File: config.mk
export PLATFORM = sky130hd
export DESIGN_NAME = ps2_host_tx_flat
export DESIGN_NICKNAME = d
export VERILOG_FILES = /design/src/rtl/ps2_pkg.sv /design/src/rtl/ps2_host_tx_if.sv /design/src/rtl/ps2_line_sync.sv /design/src/rtl/ps2_host_tx.sv /design/src/flat_wrapper.sv
export SDC_FILE = /design/constraint.sdc
export NUM_CORES = 1
export LEC_CHECK = 0
export BUFFER_PORTS_ARGS = -buffer_cell sky130_fd_sc_hd__buf_2
export CAP_MARGIN = 20
export CORE_ASPECT_RATIO = 1.2
export CORE_MARGIN = 3
export CORE_UTILIZATION = 55
export CTS_BUF_LIST = sky130_fd_sc_hd__clkbuf_2
export DETAILED_ROUTE_END_ITERATION = 16
export GPL_TIMING_DRIVEN = 0
export PLACE_DENSITY = 0.84
export SLEW_MARGIN = 5
export SYNTH_ARGS = -nofsm -noshare
export SYNTH_HDL_FRONTEND = slang
export SYNTH_SLANG_ARGS = --single-unit
export TNS_END_PERCENT = 1
File: constraint.sdc
create_clock -name CLOCK_50 -period 4.25 [get_ports CLOCK_50]
set_clock_uncertainty 0.15 [all_clocks]
set_input_delay 0.6375 -clock CLOCK_50 [delete_from_list [all_inputs] [get_ports CLOCK_50]]
set_output_delay 0.6375 -clock CLOCK_50 [all_outputs]
set_load 0.01 [all_outputs]
File: src/rtl/ps2_pkg.sv
// Shared PS/2 definitions: transmit FSM states, well-known command bytes and
// the odd-parity helper used when framing a host-to-device byte.
package ps2_pkg;

  typedef enum logic [2:0] {
    IDLE,
    INHIBIT,
    RTS,
    SHIFT,
    WAIT_IDLE
  } tx_state_t;

  localparam logic [7:0] CMD_SET_LEDS = 8'hED;
  localparam logic [7:0] CMD_ECHO     = 8'hEE;
  localparam logic [7:0] CMD_RESET    = 8'hFF;
  localparam logic [7:0] RSP_ACK      = 8'hFA;

  // PS/2 frames carry odd parity: the parity bit makes the total count of ones odd.
  function automatic logic odd_parity(input logic [7:0] b);
    return ~^b;
  endfunction

endpackage

File: src/rtl/ps2_host_tx_if.sv
// Command/status port of the PS/2 host transmitter: a valid/ready byte input
// plus the completion, acknowledge and error flags returned to the requester.
interface ps2_host_tx_if;

  logic       cmd_valid;
  logic [7:0] cmd_data;
  logic       cmd_ready;
  logic       tx_active;
  logic       done;
  logic       ack_ok;
  logic       err;

  modport master (
    output cmd_valid, cmd_data,
    input  cmd_ready, tx_active, done, ack_ok, err
  );

  modport slave (
    input  cmd_valid, cmd_data,
    output cmd_ready, tx_active, done, ack_ok, err
  );

endinterface

File: src/rtl/ps2_line_sync.sv
// Two-flop synchronizer for one raw PS/2 line with a one-cycle falling-edge strobe.
// Flops reset high so an idle (pulled-up) line never produces a spurious edge.
module ps2_line_sync (
  input  logic clk,
  input  logic srst,
  input  logic line,
  output logic sync,
  output logic fe
);

  logic meta_reg;
  logic sync_reg;
  logic prev_reg;

  always_ff @(posedge clk) begin
    if (srst) begin
      meta_reg <= 1'b1;
      sync_reg <= 1'b1;
      prev_reg <= 1'b1;
    end else begin
      meta_reg <= line;
      sync_reg <= meta_reg;
      prev_reg <= sync_reg;
    end
  end

  assign sync = sync_reg;
  assign fe   = prev_reg & ~sync_reg;

endmodule

File: src/rtl/ps2_host_tx.sv
// PS/2 host-to-device transmitter: inhibits the clock, issues request-to-send,
// then shifts one odd-parity framed byte out on the device's falling clock edges.
module ps2_host_tx
  import ps2_pkg::*;
#(
  parameter int INHIBIT_CYCLES = 5000,
  parameter int TIMEOUT_CYCLES = 750000,
  parameter int CNT_W          = 20
) (
  input  logic          CLOCK_50,
  input  logic          reset,
  ps2_host_tx_if.slave  cmd,
  input  logic          ps2_clk_in,
  input  logic          ps2_dat_in,
  output logic          ps2_clk_oe,
  output logic          ps2_dat_oe
);

  localparam logic [CNT_W-1:0] INHIBIT_LAST = CNT_W'(INHIBIT_CYCLES - 1);
  localparam logic [CNT_W-1:0] TIMEOUT_LAST = CNT_W'(TIMEOUT_CYCLES - 1);

  tx_state_t        state_reg;
  logic [CNT_W-1:0] cnt_reg;
  logic [3:0]       bit_idx_reg;
  logic [8:0]       shift_reg;
  logic             clk_oe_reg;
  logic             dat_oe_reg;
  logic             done_reg;
  logic             err_reg;
  logic             ack_ok_reg;

  logic clk_sync;
  logic clk_fe;
  logic dat_sync;
  logic unused_dat_fe;

  ps2_line_sync u_clk_sync (
    .clk  (CLOCK_50),
    .srst (reset),
    .line (ps2_clk_in),
    .sync (clk_sync),
    .fe   (clk_fe)
  );

  ps2_line_sync u_dat_sync (
    .clk  (CLOCK_50),
    .srst (reset),
    .line (ps2_dat_in),
    .sync (dat_sync),
    .fe   (unused_dat_fe)
  );

  logic cmd_ready;
  logic accept;
  logic watched;
  logic lines_idle;
  logic timeout_hit;

  // Ready is held low through the done/err pulse so a new byte lands one cycle later.
  assign cmd_ready  = (state_reg == IDLE) && !reset && !done_reg && !err_reg;
  assign accept     = cmd.cmd_valid && cmd_ready;
  assign watched    = (state_reg == RTS) || (state_reg == SHIFT) || (state_reg == WAIT_IDLE);
  assign lines_idle = clk_sync && dat_sync;
  // A device edge or a clean return to idle on the same cycle wins over the timeout.
  assign timeout_hit = watched && (cnt_reg == TIMEOUT_LAST) && !clk_fe &&
                       !((state_reg == WAIT_IDLE) && lines_idle);

  always_ff @(posedge CLOCK_50) begin
    if (reset) begin
      state_reg   <= IDLE;
      cnt_reg     <= '0;
      bit_idx_reg <= '0;
      shift_reg   <= '0;
      clk_oe_reg  <= 1'b0;
      dat_oe_reg  <= 1'b0;
      done_reg    <= 1'b0;
      err_reg     <= 1'b0;
      ack_ok_reg  <= 1'b0;
    end else begin
      done_reg <= 1'b0;
      err_reg  <= 1'b0;
      if (timeout_hit) begin
        clk_oe_reg <= 1'b0;
        dat_oe_reg <= 1'b0;
        err_reg    <= 1'b1;
        ack_ok_reg <= 1'b0;
        state_reg  <= IDLE;
      end else begin
        case (state_reg)
          IDLE: begin
            if (accept) begin
              shift_reg  <= {odd_parity(cmd.cmd_data), cmd.cmd_data};
              cnt_reg    <= '0;
              clk_oe_reg <= 1'b1;
              dat_oe_reg <= 1'b0;
              state_reg  <= INHIBIT;
            end
          end
          INHIBIT: begin
            // Start bit goes low on the same edge the clock is released.
            if (cnt_reg == INHIBIT_LAST) begin
              clk_oe_reg <= 1'b0;
              dat_oe_reg <= 1'b1;
              cnt_reg    <= '0;
              state_reg  <= RTS;
            end else begin
              cnt_reg <= cnt_reg + 1'b1;
            end
          end
          RTS: begin
            if (clk_fe) begin
              cnt_reg     <= '0;
              bit_idx_reg <= 4'd1;
              state_reg   <= SHIFT;
            end else begin
              cnt_reg <= cnt_reg + 1'b1;
            end
          end
          SHIFT: begin
            if (clk_fe) begin
              cnt_reg     <= '0;
              bit_idx_reg <= bit_idx_reg + 4'd1;
              if (bit_idx_reg <= 4'd9) begin
                dat_oe_reg <= ~shift_reg[0];
                shift_reg  <= shift_reg >> 1;
              end else if (bit_idx_reg == 4'd10) begin
                dat_oe_reg <= 1'b0;
              end else begin
                ack_ok_reg <= ~dat_sync;
                state_reg  <= WAIT_IDLE;
              end
            end else begin
              cnt_reg <= cnt_reg + 1'b1;
            end
          end
          WAIT_IDLE: begin
            if (lines_idle) begin
              done_reg  <= 1'b1;
              state_reg <= IDLE;
            end else if (clk_fe) begin
              cnt_reg <= '0;
            end else begin
              cnt_reg <= cnt_reg + 1'b1;
            end
          end
          default: begin
            clk_oe_reg <= 1'b0;
            dat_oe_reg <= 1'b0;
            state_reg  <= IDLE;
          end
        endcase
      end
    end
  end

  assign cmd.cmd_ready = cmd_ready;
  assign cmd.tx_active = (state_reg != IDLE);
  assign cmd.done      = done_reg;
  assign cmd.ack_ok    = ack_ok_reg;
  assign cmd.err       = err_reg;
  assign ps2_clk_oe    = clk_oe_reg;
  assign ps2_dat_oe    = dat_oe_reg;

endmodule

File: src/flat_wrapper.sv
// flat-port wrapper written by rule: the top's interface ports become plain ports
module ps2_host_tx_flat import ps2_pkg::*;
#(
  parameter int INHIBIT_CYCLES = 5000,
  parameter int TIMEOUT_CYCLES = 750000,
  parameter int CNT_W          = 20
)
  (CLOCK_50, reset, ps2_clk_in, ps2_dat_in, ps2_clk_oe, ps2_dat_oe, cmd_cmd_valid, cmd_cmd_data, cmd_cmd_ready, cmd_tx_active, cmd_done, cmd_ack_ok, cmd_err);
  ps2_host_tx_if cmd_i ();
  input  logic CLOCK_50;
  input  logic reset;
  input  logic ps2_clk_in;
  input  logic ps2_dat_in;
  output logic ps2_clk_oe;
  output logic ps2_dat_oe;
  input wire logic [$bits(cmd_i.cmd_valid)-1:0] cmd_cmd_valid;
  input wire logic [$bits(cmd_i.cmd_data)-1:0] cmd_cmd_data;
  output wire logic [$bits(cmd_i.cmd_ready)-1:0] cmd_cmd_ready;
  output wire logic [$bits(cmd_i.tx_active)-1:0] cmd_tx_active;
  output wire logic [$bits(cmd_i.done)-1:0] cmd_done;
  output wire logic [$bits(cmd_i.ack_ok)-1:0] cmd_ack_ok;
  output wire logic [$bits(cmd_i.err)-1:0] cmd_err;
  assign cmd_i.cmd_valid = cmd_cmd_valid;
  assign cmd_i.cmd_data = cmd_cmd_data;
  assign cmd_cmd_ready = cmd_i.cmd_ready;
  assign cmd_tx_active = cmd_i.tx_active;
  assign cmd_done = cmd_i.done;
  assign cmd_ack_ok = cmd_i.ack_ok;
  assign cmd_err = cmd_i.err;
  ps2_host_tx #(.INHIBIT_CYCLES(INHIBIT_CYCLES), .TIMEOUT_CYCLES(TIMEOUT_CYCLES), .CNT_W(CNT_W)) u_core (.CLOCK_50(CLOCK_50), .reset(reset), .cmd(cmd_i), .ps2_clk_in(ps2_clk_in), .ps2_dat_in(ps2_dat_in), .ps2_clk_oe(ps2_clk_oe), .ps2_dat_oe(ps2_dat_oe));
endmodule
# ---- Word-level counts from Yosys, hierarchy flattened
# Index checks and enable logic that the tools add are counted.
dict set report word_totals {
  reg_bits 46
  inputBits 13
  out_inout_bits 7
}
dict set report classes {
  n_addsub 2
  order_cmp 1
  eq_ne 17
  muxes 31
  n_bitwise 10
  n_reduce_logical 34
}
# operator count
set op_table {}
lappend op_table {{two-way mux 20 bit} 4}
lappend op_table {{case mux 20 bit (4 select lines)} 1}
lappend op_table {{two-way mux 9 bit} 3}
lappend op_table {{two-way mux 3 bit} 7}
lappend op_table {{adder 20 x 1 -> 20 bit, second input constant} 1}
lappend op_table {{== test 20 x 13 -> 1 bit, second input constant} 1}
lappend op_table {{== test 20 bit, second input constant} 1}
lappend op_table {{case mux 9 bit (2 select lines)} 1}
lappend op_table {{case mux 3 bit (5 select lines)} 1}
lappend op_table {{AND reduction 4 bit} 3}
lappend op_table {{inequality test 2 x 1 -> 1 bit, second input constant} 5}
lappend op_table {{AND reduction 5 bit} 2}
lappend op_table {{logical AND 1 bit} 9}
lappend op_table {{two-way mux 1 bit} 9}
lappend op_table {{NOT 1 bit} 9}
lappend op_table {{two-way mux 4 bit} 2}
lappend op_table {{inequality test 2 bit, second input constant} 4}
lappend op_table {{case mux 4 bit (2 select lines)} 1}
lappend op_table {{XNOR reduction 8 bit} 1}
lappend op_table {{AND reduction 7 bit} 1}
lappend op_table {{== test 3 x 2 -> 1 bit, second input constant} 2}
lappend op_table {{OR reduction 2 bit} 3}
lappend op_table {{OR reduction 3 bit} 2}
lappend op_table {{zero test 1 bit} 5}
lappend op_table {{other kinds (15)} 17}

# ---- Longest topological paths before layout
# Gate-level depths: netlist of the first run.
dict set report depth {
  ltp_word 8
  ltp_mapped 8
}

# ---- Cells and area by module
# A second synthesis of the first run with hierarchy kept.
dict set report unflattened {
  cells_unflattened 310
  hier_area_um2 2517.4
}
# module instances cells_per_inst area_per_inst_um2 seq_area_each_um2
set modules_own_cells {}
lappend modules_own_cells {ps2_host_tx 1 296 2347.3 820.8}
lappend modules_own_cells {ps2_line_sync 2 7 85.1 60.1}

# ---- Worst setup path before layout of the first run
# OpenSTA, ideal clock, no wires.
dict set report synth_path {
  path_type {reg-to-output}
  from {register u_core.state_reg[0]}
  to {output port cmd_cmd_ready}
  t_arrival_ns 1.343
  setup_slack_ns 2.120
  path_stages_with_launch 5
  n_path_buf 2
  cell_sequence {dfxtp_1 -> buf_6 -> or3_1 -> buf_4 -> nor4_1}
}
dict set report synth_between {
  elab_chain_len 4
}
# element line
set synth_rtl {}
lappend synth_rtl {{start, declared} ps2_host_tx.sv:22} ;# tx_state_t state_reg;
lappend synth_rtl {{start signal, assigned} ps2_host_tx.sv:70} ;# state_reg <= IDLE;
lappend synth_rtl {{start signal, assigned} ps2_host_tx.sv:87} ;# state_reg <= IDLE;
lappend synth_rtl {{start signal, assigned} ps2_host_tx.sv:96} ;# state_reg <= INHIBIT;
lappend synth_rtl {{zero test 3 bit} ps2_host_tx.sv:60} ;# assign cmd_ready = (state_reg == IDLE) && !reset && !done_reg && !err_reg;
lappend synth_rtl {{logical AND 1 bit (3 in a row)} ps2_host_tx.sv:60}
lappend synth_rtl {{end, declared} flat_wrapper.sv:18} ;# output wire logic [$bits(cmd_i.cmd_ready)-1:0] cmd_cmd_ready;
# No other way between the ends.

# ---- Final worst setup path of the first run
# Same ends and word-level chain as after synthesis.

==> results.py, run 1 <==
metrics = {
    "route": {
        "drtIter0Drc": 95,
        "routedLengthMet1_mm": 2.29,
        "wire_per_inst_um": 13.9,
        "top_layer_used": "met4",
        "met3_length_um": 170,
        "vias_per_cell": 5.76,
        "final_antenna_net_count": 0,
        "wirelength_mm": 4.99,
        "vias": 2069,
        "drc": 0,
        "route.met2.wl_mm": 2.46,
        "first_pass_iters": 4,
    },
    "power": {
        "clkPwrFrac_pct": 28.8,
        "vdd_ir_drop_max_uv": 195,
        "p_leak_nw": 0.950,
        "p_seq_share_pct": 54.6,
        "switchingPower_w": 0.000238,
        "p_int_w": 0.000613,
        "netSwitchingFraction_pct": 27.9,
        "p_per_area_nw_per_um2": 317,
        "finalPower_w": 0.000851,
        "pwr-share-comb_pct": 16.6,
    },
    "cells_and_area": {
        "n_antenna_cell": 0,
        "largest_reg_flops": 20,
        "drive_gt1_share_pct": 18.4,
        "fin_nets": 322,
        "syn_to_final_growth_pct": 9.49,
    },
    "global_routing": {
        "grt_overflow": 0,
        "track_usage_pct": 20.3,
        "antenna_found_initial": 0,
        "grt_max_degree": 16,
        "grt_pass1_wl_mm": 8.49,
        "grt_pass1_vias": 1930,
    },
    "hold_path": {
        "hold_path_depth": 2,
        "min_from": "ps2_dat_in",
        "holdCritPathClass": "input pin to register",
        "hold_end": "u_core.u_dat_sync.meta_reg",
    },
    "logic_synthesis": {
        "netlist_area_um2": 2450,
        "synth_ff_type": "dfxtp_1",
        "syn_nets": 296,
        "synth_edf_count": 0,
        "synth_cells": 278,
        "async_flop_share_pct": 0,
        "synth_cell_types": 55,
        "synth_seq_cells": 46,
        "avgSynthCellArea_um2": 8.82,
        "yosysSeqAreaShare_pct": 37.6,
        "yosysWarnings": 0,
    },
    "floorplanning": {
        "die_area_um2": 5300,
        "fp.dieW_um": 67.0,
        "std_cell_rows": 25,
        "start_util_pct": 59.4,
        "ios": 20,
        "die_y_um": 79.1,
        "core_area_um2": 4130,
    },
    "placement": {
        "io_buffers": 19,
        "dp_hpwl_mm": 3.69,
        "routabilityCongestion": 0.835,
    },
    "clock_tree": {
        "clock_sinks": 46,
        "cts_setup_buffers": 0,
        "cts-hold-fix-buffers": 0,
        "post_cts_resized": 0,
        "clkLatencyLatePin_ns": 0.43,
        "ctsLongestPathBuffers": 2,
        "clkSlewWorstSetupHoldPaths_ns": 0.26,
        "htree_levels": 2,
        "cts_tree": "done",
        "cts_made_buffers": 5,
        "root_buffer": "clkbuf_2",
    },
    "setup_path": {
        "crit_required_ns": 3.46,
        "path_class": "register to output pin",
        "crit_path_start_kind": "register",
        "critPathLaunch": "u_core.state_reg[0]",
        "rr_endpoint": "u_core.cnt_reg[7]",
        "r2r_setup_slack_ns": 2.08,
        "crit_path_max_fanout": 10,
        "crit-reg2reg-launch": "u_core.state_reg[0]",
        "worstPathArrival_ns": 1.84,
        "end_kind": "output pin",
        "r2r_cells": 8,
    },
    "sta": {
        "max_freq_mhz": 380,
        "hold_violations": 0,
        "relSlewSlack_pct": 55.7,
        "drv_slew": 0,
        "worstMarginPinSlew_ns": 0.664,
        "timing.final.crit_share_pct": 61.9,
        "rsz0062_at_grt": "no",
        "layout_min_cycle_time_ns": 2.63,
        "setup_viol": 0,
        "fin_tns_setup_ns": 0,
    },
    "flow_run": {
        "drv_cap": 0,
    },
    "outcome": {
        "status": "completed",
    },
}
==> worst max-delay path by stage <==
| stage | endpoint | slack [ns] | depth (start not counted) |
|---|---|---|---|
| final | cmd_cmd_ready | 1.62 | 5 |
| after global routing | cmd_cmd_ready | 1.42 | 5 |
| after CTS | cmd_cmd_ready | 1.61 | 5 |
| after detailed placement | u_core.shift_reg[6] | 1.75 | 7 |
| after global placement | u_core.shift_reg[6] | 1.79 | 7 |
| after floorplan | cmd_cmd_ready | 2.12 | 4 |
==> per-stage QoR <==
stage,util (%),worst slack (ns),hold slack [ns],cell area [um2],cells
floorplan,-,2.12,0.239,2450,278
global placement,63.3,1.79,0.242,2620,351
detailed placement,63.3,1.75,0.243,2620,351
CTS,65.0,1.61,0.211,2690,359
global route,65.0,1.42,0.175,2690,359
finish,65.0,1.62,0.235,2690,359
==> cells in the final DEF (no fill, tap or decap), types with 8 or more instances in the layout <==
master / n
dfxtp_1: 46
a21oi_1: 14
nor4_1: 10
nand3_1: 11
a211oi_1: 10
buf_2: 23
inv_1: 9
nand2_1: 11
nor3_1: 11
mux2i_1: 8
xnor2_1: 22
nor2_1: 35
or2_2: 8
==> layout make-up <==
cell class	instances	area [um2]
flip-flops and latches	46	921
inverters	9	33.8
repair buffers	19	95.1
clock buffers	5	25.0
well taps	54	67.6
plain buffers	14	91.3
multi-input cells	209	1410
fillers	357	1440
clock inverters	3	45.0
==> cell families (layout without fill, tap and decap cells) <==
| group | after synthesis | after routing | share of synthesized area (%) |
|---|---|---|---|
| DFF | 46 | 46 | 37.6 |
| buffers and inverters | 23 | 50 | 5.10 |
| and+or+nand+nor | 123 | 123 | 28.4 |
| xor gates and xnor gates | 22 | 22 | 7.86 |
| muxes | 8 | 8 | 3.27 |
| adders and majority gates | 5 | 5 | 2.55 |
| AOI/OAI and AO/OA | 51 | 51 | 15.3 |
==> critical path, cell delays in order (launching register included) <==
cell and delay (ns):
dfxtp_1 0.40, buf_6 0.15, or3_1 0.36, buf_4 0.17
nor4_1 0.17, buf_2 0.18
==> power by group through the flow <==
stage               registers (W)  clock network [W]  logic (W)
floorplan                0.000471                  0   0.000105
global placement         0.000472                  0   0.000138
detailed placement       0.000473                  0   0.000140
CTS                      0.000465           0.000250   0.000141
global route             0.000468           0.000271   0.000155
finish                   0.000465           0.000245   0.000141
==> cells in the mapped netlist (all sizes together) (9+ instances only) <==
cell type	number	share of area (%)
dfxtp	46	38
nor2	35	5.4
xnor2	22	7.9
a21oi	15	3.2
nand3	12	2.7
nor3	12	2.7
a211oi	11	3.6
nand2	11	1.7
buf	10	3.1
nor4	10	2.6
inv	9	1.4
==> routing by layer <==
layer / global-route usage (%) / vias up
met1: 24.0 / 972
met4: 6.90 / 0
met2: 35.3 / 38
li1: - / 1049
met3: 4.95 / 10
met5: 0 / -
No activity file was read; power rests on OpenSTA's default activity.
==> run 2: changes to the inputs <==
Settings changed: PLACE_DENSITY 0.84 to 0.87.
Clock period 4.25 ns to 2.35 ns, I/O delays scaled along.
==> results.py, run 2 (synthesis results as in run 1) <==
metrics = {
    "setup_path": {
        "crit-reg2reg-launch": "u_core.state_reg[0]",
        "end_kind": "output pin",
        "rr_endpoint": "u_core.cnt_reg[9]",
        "crit_required_ns": 1.85,
        "crit_path_start_kind": "register",
        "worstPathArrival_ns": 1.75,
        "r2r_cells": 8,
        "crit_path_max_fanout": 10,
        "path_class": "register to output pin",
        "r2r_setup_slack_ns": 0.16,
        "critPathLaunch": "u_core.state_reg[0]",
        "crit_end": "cmd_cmd_ready",
    },
    "flow_run": {
        "drv_cap": 0,
    },
    "power": {
        "vdd_ir_drop_max_uv": 591,
        "p_leak_nw": 0.979,
        "p_per_area_nw_per_um2": 604,
    },
    "clock_tree": {
        "root_buffer": "clkbuf_2",
        "cts_tree": "done",
        "ctsLongestPathBuffers": 2,
        "clkSlewWorstSetupHoldPaths_ns": 0.23,
        "clkLatencyLatePin_ns": 0.42,
        "htree_levels": 2,
        "clock_sinks": 46,
        "cts_made_buffers": 5,
    },
    "hold_path": {
        "holdCritPathClass": "input pin to register",
    },
    "route": {
        "final_antenna_net_count": 0,
        "vias": 2138,
        "drtIter0Drc": 175,
        "drc": 0,
        "vias_per_cell": 5.92,
        "wire_per_inst_um": 14.2,
        "first_pass_iters": 4,
        "wirelength_mm": 5.14,
    },
    "cells_and_area": {
        "fill_cells": 335,
        "final_common_cell": "dfxtp_1",
        "n_antenna_cell": 0,
        "final_cell_mix": "44 x dfxtp_1, 35 x nor2_1, 22 x buf_2, 22 x xnor2_1, 14 x a21oi_1",
        "drive_gt1_share_pct": 19.2,
        "multi_input_area_um2": 1410,
        "fin_nets": 324,
        "syn_to_final_growth_pct": 12.0,
        "final-seq-area_um2": 926,
        "largest_reg_flops": 20,
    },
    "sta": {
        "layout_min_cycle_time_ns": 2.25,
        "rsz0062_at_grt": "no",
        "whs_ns": 0.0942,
        "relSlewSlack_pct": 53.8,
        "drv_slew": 0,
        "timing.final.crit_share_pct": 95.9,
        "setup_viol": 0,
        "worstMarginPinSlew_ns": 0.693,
        "fin_tns_setup_ns": 0,
        "max_freq_mhz": 444,
        "hold_violations": 0,
    },
    "global_routing": {
        "grt_max_degree": 16,
        "antenna_found_initial": 0,
        "grt_overflow": 0,
        "grt_pass1_vias": 1930,
        "track_usage_pct": 20.9,
        "grt_pass1_wl_mm": 8.61,
    },
    "placement": {
        "dp_hpwl_mm": 3.63,
        "routabilityCongestion": 0.830,
        "io_buffers": 19,
    },
    "floorplanning": {
        "std_cell_rows": 25,
        "die_y_um": 79.1,
        "start_util_pct": 59.4,
        "fp.dieW_um": 67.0,
        "die_area_um2": 5300,
        "core_area_um2": 4130,
        "ios": 20,
    },
    "outcome": {
        "status": "completed",
    },
}
[run 2: cell types whose count changed in the layout (fill, tap and decap cells not counted)]
cell           previous run  this run
clkinvlp_4                2         0
dfxtp_1                  46        44
dlygate4sd3_1             0         2
buf_2                    23        22
buf_6                     4         5
bufinv_16                 1         2
clkinv_4                  0         1
dfxtp_2                   0         1
dfxtp_4                   0         1
nor4_1                   10         9
nor4_2                    0         1
[run 2: through the flow]
step	total power (W)	setup WS (ns)	cell area (um2)	cells	utilization (%)
4_1_cts	0.00166	0.00594	2730	361	66.1
6_report	0.00166	0.0968	2750	361	66.5
5_1_grt	0.00174	0.0129	2750	361	66.5
3_5_place_dp	0.00111	0.175	2620	351	63.3
3_3_place_gp	0.00110	0.171	2620	351	63.3
2_1_floorplan	0.00104	0.428	2450	278	-
[run 2: cell type report]
cell class | instances | share of cell area [%]
clock inverter | 3 | 2.51
sequential | 46 | 33.7
inverter | 9 | 1.23
clock buffer | 5 | 0.911
tap | 54 | 2.46
multi-input combinational | 209 | 51.4
buffer | 13 | 3.28
timing repair buffer | 22 | 4.46
[run 2: how the worst min path moves through the flow]
stage	start	end	slack, ns	cells past startpoint
6_report	reset	u_core.u_dat_sync.meta_reg	0.09	2
5_1_grt	reset	u_core.u_dat_sync.meta_reg	0.07	2
4_1_cts	reset	u_core.u_dat_sync.meta_reg	0.07	2
3_5_place_dp	u_core.u_clk_sync.meta_reg	u_core.u_clk_sync.sync	0.25	1
3_3_place_gp	u_core.u_clk_sync.meta_reg	u_core.u_clk_sync.sync	0.24	1
2_1_floorplan	u_core.u_clk_sync.meta_reg	u_core.u_clk_sync.sync	0.24	1
[run 2: worst max-delay path: stages, from the launching register on]
cell and delay (ns):
dfxtp_4 0.40, buf_6 0.13, or3_1 0.38, buf_6 0.15, nor4_2 0.11, buf_2 0.16
[run 2: metal layers]
| metal | part of all wire, % | GRT usage [%] | wire length, um |
|---|---|---|---|
| met5 | 0 | 0 | 0 |
| met4 | 2.8 | 10.1 | 146 |
| met3 | 3.7 | 4.38 | 188 |
| met2 | 49 | 35.1 | 2510 |
| met1 | 45 | 24.8 | 2300 |
[run 2: what timing repair did]
| item | 4_1_cts | 5_1_grt |
|---|---|---|
| hold buffers | 2 | 0 |
| buffers inserted | 0 | 1 |
| hold endpoints to repair | 2 | 0 |
| endpoints found under the setup margin | 1 | 1 |
| gates resized for setup | 1 | 4 |
[run 2: report_power, final]
group | internal, W | switching (W)
sequential | 0.000819 | 0.0000215
clock | 0.000288 | 0.000263
combinational | 0.000120 | 0.000148
total | 0.00123 | 0.000433
